[src/rtl/y_mem_writeback.sv]
// rtl/y_mem_writeback.sv - Y SRAM read-modify-write of updated (col, value) entries
module y_mem_writeback #(
  parameter int          ADDR_W    = 11,
  parameter int          SLOTS     = 4,
  parameter logic [15:0] EMPTY_COL = 16'hFFFF,
  parameter int          RD_LAT    = 1
) (
  input  logic                  clock,
  input  logic                  reset,
  input  logic                  wb_inValid,
  output logic                  wb_inReady,
  input  logic [ADDR_W-1:0]     wb_addr,
  input  logic [15:0]           wb_col,
  input  logic [47:0]           wb_yVal,
  input  logic                  wb_last,
  input  logic [SLOTS*64-1:0]   ymem_rdData,
  output logic [ADDR_W-1:0]     ymem_addr,
  output logic                  ymem_rdEn,
  output logic                  ymem_wrEn,
  output logic [SLOTS*64-1:0]   ymem_wrData,
  output logic                  wb_done,
  output logic                  wb_err,
  output logic [15:0]           wb_wrCount
);

  localparam int ROW_W = SLOTS * 64;

  typedef enum logic [2:0] {
    IDLE  = 3'd0,
    RD    = 3'd1,
    WAIT  = 3'd2,
    MERGE = 3'd3,
    WR    = 3'd4
  } state_t;

  state_t state;
  state_t next_state;

  // Captured entry; the row address itself lives in ymem_addr.
  logic [15:0]      cap_col;
  logic [47:0]      cap_val;
  logic             cap_last;
  logic [ROW_W-1:0] row;
  logic [1:0]       wait_cnt;

  // Control decoded by the FSM for the datapath register block.
  logic accept;
  logic sample_row;
  logic set_err;
  logic set_done;

  // Merge results.
  logic [SLOTS-1:0] hit_vec;
  logic [SLOTS-1:0] empty_vec;
  logic [SLOTS-1:0] cand_vec;
  logic [SLOTS-1:0] sel_vec;
  logic             overflow;
  logic [ROW_W-1:0] merged;

  // The ready is combinational so the sender sees it drop during reset.
  assign wb_inReady = (state == IDLE) && reset;

  // Merge target: a matching column wins; otherwise the lowest empty slot.
  // The captured column is never EMPTY_COL here, so both vectors are disjoint.
  always_comb begin
    hit_vec   = '0;
    empty_vec = '0;
    merged    = row;
    for (int i = 0; i < SLOTS; i++) begin
      hit_vec[i]   = (row[64*i+48 +: 16] == cap_col);
      empty_vec[i] = (row[64*i+48 +: 16] == EMPTY_COL);
    end
    cand_vec = (|hit_vec) ? hit_vec : empty_vec;
    sel_vec  = cand_vec & (~cand_vec + {{(SLOTS-1){1'b0}}, 1'b1});
    overflow = ~|cand_vec;
    for (int i = 0; i < SLOTS; i++) begin
      if (sel_vec[i]) begin
        merged[64*i +: 64] = {cap_col, cap_val};
      end
    end
  end

  // State register.
  always_ff @(posedge clock) begin
    if (!reset) begin
      state <= IDLE;
    end else begin
      state <= next_state;
    end
  end

  // Next-state and per-state control decode.
  always_comb begin
    next_state = state;
    accept     = 1'b0;
    sample_row = 1'b0;
    set_err    = 1'b0;
    set_done   = 1'b0;
    case (state)
      IDLE: begin
        if (wb_inValid && wb_inReady) begin
          accept = 1'b1;
          if (wb_col == EMPTY_COL) begin
            set_err  = 1'b1;
            set_done = wb_last;
          end else begin
            next_state = RD;
          end
        end
      end
      RD: begin
        next_state = WAIT;
      end
      WAIT: begin
        if (wait_cnt == 2'(RD_LAT - 1)) begin
          sample_row = 1'b1;
          next_state = MERGE;
        end
      end
      MERGE: begin
        if (overflow) begin
          set_err    = 1'b1;
          next_state = IDLE;
        end else begin
          next_state = WR;
        end
      end
      WR: begin
        set_done   = cap_last;
        next_state = IDLE;
      end
      default: begin
        next_state = IDLE;
      end
    endcase
  end

  // Datapath and registered outputs; strobes follow the state being entered
  // so each is high for exactly the cycle spent in RD or WR.
  always_ff @(posedge clock) begin
    if (!reset) begin
      ymem_addr   <= '0;
      ymem_rdEn   <= 1'b0;
      ymem_wrEn   <= 1'b0;
      ymem_wrData <= '0;
      wb_done     <= 1'b0;
      wb_err      <= 1'b0;
      wb_wrCount  <= '0;
      cap_col     <= '0;
      cap_val     <= '0;
      cap_last    <= 1'b0;
      row         <= '0;
      wait_cnt    <= '0;
    end else begin
      ymem_rdEn <= (next_state == RD);
      ymem_wrEn <= (next_state == WR);
      if (accept) begin
        ymem_addr <= wb_addr;
        cap_col   <= wb_col;
        cap_val   <= wb_yVal;
        cap_last  <= wb_last;
      end
      if (state == RD) begin
        wait_cnt <= '0;
      end else if (state == WAIT) begin
        wait_cnt <= wait_cnt + 2'd1;
      end
      if (sample_row) begin
        row <= ymem_rdData;
      end
      if (state == MERGE && !overflow) begin
        ymem_wrData <= merged;
      end
      if (set_err) begin
        wb_err <= 1'b1;
      end
      if (set_done) begin
        wb_done <= 1'b1;
      end
      if (state == WR && wb_wrCount != 16'hFFFF) begin
        wb_wrCount <= wb_wrCount + 16'd1;
      end
    end
  end

endmodule

[config.mk]
export PLATFORM = sky130hd
export DESIGN_NAME = y_mem_writeback
export DESIGN_NICKNAME = d
export VERILOG_FILES = /design/src/rtl/y_mem_writeback.sv
export SDC_FILE = /design/constraint.sdc
export NUM_CORES = 1
export LEC_CHECK = 0
export CAP_MARGIN = 30
export CORE_AREA = 2 2 240 242
export DETAILED_ROUTE_END_ITERATION = 7
export DIE_AREA = 0 0 242 244
export GPL_TIMING_DRIVEN = 0
export PLACE_DENSITY = 0.82
export RECOVER_POWER = 50
export REMOVE_ABC_BUFFERS = 1
export SLEW_MARGIN = 20
export SYNTH_ARGS = -nofsm -noshare
export SYNTH_HDL_FRONTEND = slang
export SYNTH_SLANG_ARGS = --single-unit
export TNS_END_PERCENT = 5
[constraint.sdc]
create_clock -name clock -period 2.25 [get_ports clock]
set_input_delay 0.45 -clock clock [delete_from_list [all_inputs] [get_ports clock]]
set_output_delay 0.45 -clock clock [all_outputs]
set_load 0.05 [all_outputs]
* After elaboration in Yosys (flattened, before gate mapping) *
Index checks and enable logic that the tools add are counted.

storage, ports and cells
  register bits = 613
  latch bits = 0
  RAM bits = 0
  ROM bits = 0
  input bits = 335
  output and inout port bits = 288
  logic and storage cells = 65
  memories = 0

operators by class
  add/subtract/negate cells = 3
  $mul = 0
  divide/modulo/power cells = 0
  $lt $le $gt $ge = 0
  equality and inequality tests = 16
  shifts and indexed selects = 0
  mux-type cells = 21
  bitwise gates (word level) = 3
  reductions and logical operators = 9

operator list
  operator                                                               count
  64-bit 2-to-1 mux                                                      4
  16-bit equality test, second input constant                            5
  16-bit equality test                                                   4
  16-bit by 1-bit adder with 16-bit output, second input constant        1
  16-bit != test, second input constant                                  1
  3-bit 2-to-1 mux                                                       4
  3-bit one-hot mux with 4 select lines                                  1
  1-bit 2-to-1 mux                                                       9
  4-bit OR reduction                                                     2
  3-bit by 1-bit equality test with 1-bit output, second input constant  2
  3-bit by 2-bit equality test with 1-bit output, second input constant  2
  3-bit equality test, second input constant                             2
  4-bit by 1-bit adder with 4-bit output, second input constant          1
  4-bit AND                                                              1
  1-bit logical AND                                                      4
  4-bit 2-to-1 mux                                                       1
  4-bit inverter                                                         1
  1-bit one-hot mux with 2 select lines                                  2
  3-bit zero test                                                        1
  2-bit by 1-bit adder with 2-bit output, second input constant          1
  2-bit zero test                                                        1
  2-bit OR reduction                                                     1
  1-bit inverter                                                         1

* Logic depth before layout (Yosys ltp) *
  depth after elaboration = 7
  gate-level depth with buffers = 11
  gate-level depth less buffers = 7

* Least setup slack after synthesis *
No wires, ideal clock.

  path type = in2reg
  start point = input port reset
  end point = register cap_col[11]
  setup time = 130 ps
  arrival = 2731 ps
  required time = 2120 ps
  slack = -611 ps
  cell stages on the path = 7
  buffers on the path = 3
  cell sequence = nand2b_1 -> nor3_1 -> and2_1 -> clkbuf_1 -> clkbuf_1 -> clkbuf_1 -> o21ai_0

on the way
  word-level cells in the longest chain between the ends = 4

ends and longest elaborated chain
  what                    RTL line  source
  start: declaration      9         input logic reset,
  1-bit logical AND       61        assign wb_inReady = (state == IDLE) && reset;
  named net wb_inReady    11        output logic wb_inReady,
  1-bit logical AND       101       if (wb_inValid && wb_inReady) begin
  1-bit 2-to-1 mux        101
  1-bit 2-to-1 mux        99        case (state)
  end signal: assignment  159       cap_col <= wb_col;
  end: declaration        40        logic [15:0] cap_col;

The timed path passes the listed nets, and every way through them passes these cells.
A chain may end at the register's enable or synchronous reset.

* Worst setup path after layout *
  start point = register row[48]
  end point = register ymem_wrData[57]

on the way
  word-level cells in the longest chain between the ends = 7

ends and longest elaborated chain
  what                                    RTL line  source
  start: declaration                      43        logic [ROW_W-1:0] row;
  start signal: assignment                169       row <= ymem_rdData;
  16-bit equality test                    70        hit_vec[i] = (row[64*i+48 +: 16] == cap_col);
  4-bit OR reduction                      73        cand_vec = (|hit_vec) ? hit_vec : empty_vec;
  4-bit 2-to-1 mux (*)                    73
  4-bit inverter                          74        sel_vec = cand_vec & (~cand_vec + {{(SLOTS-1){1'b0}}, 1'b1});
  4-bit by 1-bit adder with 4-bit output  74
  4-bit AND                               74
  64-bit 2-to-1 mux                       77        if (sel_vec[i]) begin
  end signal: assignment                  172       ymem_wrData <= merged;
  end: declaration                        20        output logic [SLOTS*64-1:0] ymem_wrData,

Mark *: on every way between the ends. The rest lies on a longest branch, timed or not.

==> impl_results.md <==
- Synth top cells by count: 675 x nand2_1, 613 x dfxtp_1, 317 x o21ai_0, 260 x a21boi_0, 180 x clkbuf_1
- Root Buffer Master: clkbuf_16
- Die Wd: 242 microns
- Synth unique cells: 51
- Buf/Inv on CP: 3
- H-tree levels: 3
- Worst setup startpoint: row[48]$_SDFFE_PN0P_
- Worst Path Required: 2.76 ns
- Worst clock skew: 0.0297 ns
- Synth Flop Type: dfxtp_1
- Seq/Total Area, Yosys: 50.1%
- Ys Warns: 0
- Post-Synthesis Cells: 2,862
- Crit path max-delay cell type: nor4_4
- Overflow after GRT: 0
- Nets@finish: 3,768
- Crit. path cell count: 10
- Largest net degree at the start of global routing: 145
- Most area-hungry cell type in the Yosys netlist: dfxtp_1
- CTS Sinks: 613
- Drt wl/cell: 23.3 microns
- WL final: 98,900 microns
- Hold depth: 3
- Max incr delay on CP: 0.53 ns
- Slew @ Worst Pin: 0.754 ns
- Final WS setup: -0.547 ns
- Via-to-Cell Ratio: 5.81
- PD cells: 784 nW/um^2
- I/O Pins: 623
- Final hold vios: 0
- Fmax: 358 MHz
- Hold WS: 0.291 ns
- Top-count cell post-synth: nand2_1
- Core ar.: 56,200 sq um
- CTS clk-pin slew, worst paths: 0.06 ns
- Status: finished with violations
- Skew-Pair Late Insertion Delay: 0.62 ns
- First-pass GRT wire length: 142,000 microns
- Buffers on Ports: 622
- Setup-failing EPs final: 427
- CTS tree: done
- Setup TNS: -114.86 ns
- Top cells by area, synth: dfxtp_1 50%, nand2_1 10%, a21boi_0 8.0%
- Tcrit/Tclk final: 124%
- Max Cap Viol: 0
- FF-to-FF path depth: 10
- Final Critical Period: 2.80 ns
- Detail Route Antenna Nets: 0
- Inserted Clock Buffers: 68
- Slack of the worst reg-to-reg path: -0.55 ns
- Syn Std Cell Area: 24,500 sq um
- GRT Total Usage: 31.1%
- Worst setup SP type: flop
- Placer Congestion: 0.904
- HPWL after DPL: 57,900 microns
- Finished Layout Cells: 4,240
- Vias in the first global route: 23,300
- Register bit total from synthesis: 613
- P&R area growth vs syn: 43.4%
- Die area: 59,000 sq um
- Synth top area share: 50.1%
- Hold crit path type: in -> reg
- CP delay by family, top: simple AND/OR/NAND/NOR gates
- Worst-path cell chain: nand4_1 > nor4_4 > or2_2 > nor2_2 > a31oi_4 > buf_4 > buf_6 > buf_16 > o21ai_0 > a21oi_1
- Crit. End Element: flop
- Number of flops mapped to enable cells by yosys: 0
- Placed Cells: 4,033
- Overall via count from detail_route: 24,600
- Ys async rst share: 0%
- RSZ-0062 raised after global routing: yes
- Avg Cell Area, Syn: 8.57 sq um
- Slew Viols, Final: 0
- Worst IR Drop VDD: 0.649 mV
- Crit Path Max Fanout: 16
- Die Y: 244 microns
- WP data arrival: 3.30 ns
- Failing checks: negative setup slack
- Row count: 87
- Relative slew slack: 49.7%
- Initial DRT Pass Iterations: 6
- Initial Util: 43.6%
- Share of cells above drive strength 1: 10.6%
- Kind of critical path: reg -> reg
- CTS Buffer Depth: 3
- DRC violations left: 0
- Initial antenna violation count: 14
- Iteration-0 DRC Markers: 2,385
- R2r startpoint: row[48]$_SDFFE_PN0P_
- Critical hold path startpoint: reset
- Leakage: 13.5 nW
==> cells in the final DEF, fill, tap and decap left out, drive strengths merged, types with 12 or more instances in the layout <==
cell type	count
o211ai	58
a21boi	260
buf	112
a21oi	70
nor2	141
mux2i	129
nor4	12
nand2	675
o22ai	128
clkdlybuf4s50	395
clkbuf	191
and2	14
dlygate4sd2	135
nand4	38
o21ai	338
dfxtp	613
xor2	20
xnor2	56
==> layer usage <==
| layer | up-vias | track usage (%) | part of all wire [%] | routed length [microns] |
|---|---|---|---|---|
| met4 | 8 | 16.9 | 6.2 | 6090 |
| met1 | 11700 | 37.0 | 37 | 36900 |
| met5 | - | 0 | 0.058 | 57 |
| li1 | 11000 | - | - | - |
| met3 | 415 | 8.88 | 10 | 9950 |
| met2 | 1482 | 50.8 | 46 | 45900 |
==> cell families (layout without fill, tap and decap cells) <==
group / count (synthesis) / count (layout) / share of synthesized area, %
AND/OR/NAND/NOR: 920 / 925 / 15.4
AO/OA/AOI/OAI: 867 / 868 / 21.8
flip-flops: 613 / 613 / 50.1
buffers and inverters: 254 / 861 / 4.62
multiplexers: 130 / 130 / 5.31
XOR/XNOR: 76 / 76 / 2.71
adder cells (fa/ha/maj): 2 / 2 / 0.102
other: 0 / 9 / 0
==> repair_timing <==
action / 4_1_cts / 5_1_grt
endpoints found under the hold margin: 0 / 0
setup endpoints to repair: 556 / 478
hold buffers: 0 / 0
resized for setup: 307 / 261
pin swaps: 49 / 33
buffers inserted: 52 / 10
gates cloned: 19 / 6
==> where the power goes <==
part | internal (mW) | total [mW] | switching [mW]
registers | 11.4 | 11.9 | 0.582
logic | 2.00 | 4.44 | 2.44
clock network | 6.50 | 11.2 | 4.68
total | 19.9 | 27.6 | 7.71
==> registers in the layout, summed over array words and instances (netlist names) <==
name	count
cap_last	1
ymem_addr	11
row	256
cap_col	16
state	3
ymem_wrData	256
wait_cnt	2
ymem_rdEn	1
cap_val	48
wb_err	1
wb_wrCount	16
wb_done	1
ymem_wrEn	1
==> final timing paths <==
| path | end |
|---|---|
| min | ymem_wrData[9]$_SDFFE_PN0P_ |
| min reg2reg | row[138]$_SDFFE_PN0P_ |
| max | ymem_wrData[57]$_SDFFE_PN0P_ |
| max reg2reg | ymem_wrData[57]$_SDFFE_PN0P_ |
==> worst reg2reg max path, stage by stage, from the launching register on <==
cell and delay, ns:
dfxtp_1 0.44, nand4_1 0.34, nor4_4 0.54, or2_2 0.25, nor2_2 0.06, a31oi_4 0.21
buf_4 0.18, buf_6 0.15, buf_16 0.15, o21ai_0 0.14, a21oi_1 0.24
==> area by class of cell <==
cell class | count | area, sq um
sequential | 613 | 12400
fill | 4500 | 21000
timing repair buffer | 743 | 7770
multi-input combinational | 2001 | 11800
tap | 756 | 946
clock buffer | 94 | 1960
inverter | 4 | 15.0
clock inverter | 20 | 264
antenna | 9 | 22.5
==> per-stage QoR <==
| stage | instance area [sq um] | util, % | power [mW] | worst slack (ns) |
|---|---|---|---|---|
| CTS | 35300 | 62.8 | 27.5 | -0.223 |
| detailed placement | 31800 | 56.5 | 15.8 | -1.78 |
| finish | 35200 | 62.6 | 27.6 | -0.547 |
| floorplan | 23400 | - | 13.9 | -4.46 |
| global placement | 30600 | 54.4 | 16.0 | -18.11 |
| global route | 35200 | 62.6 | 28.4 | -0.557 |
Note: power is estimated with default switching activity, not from simulation.
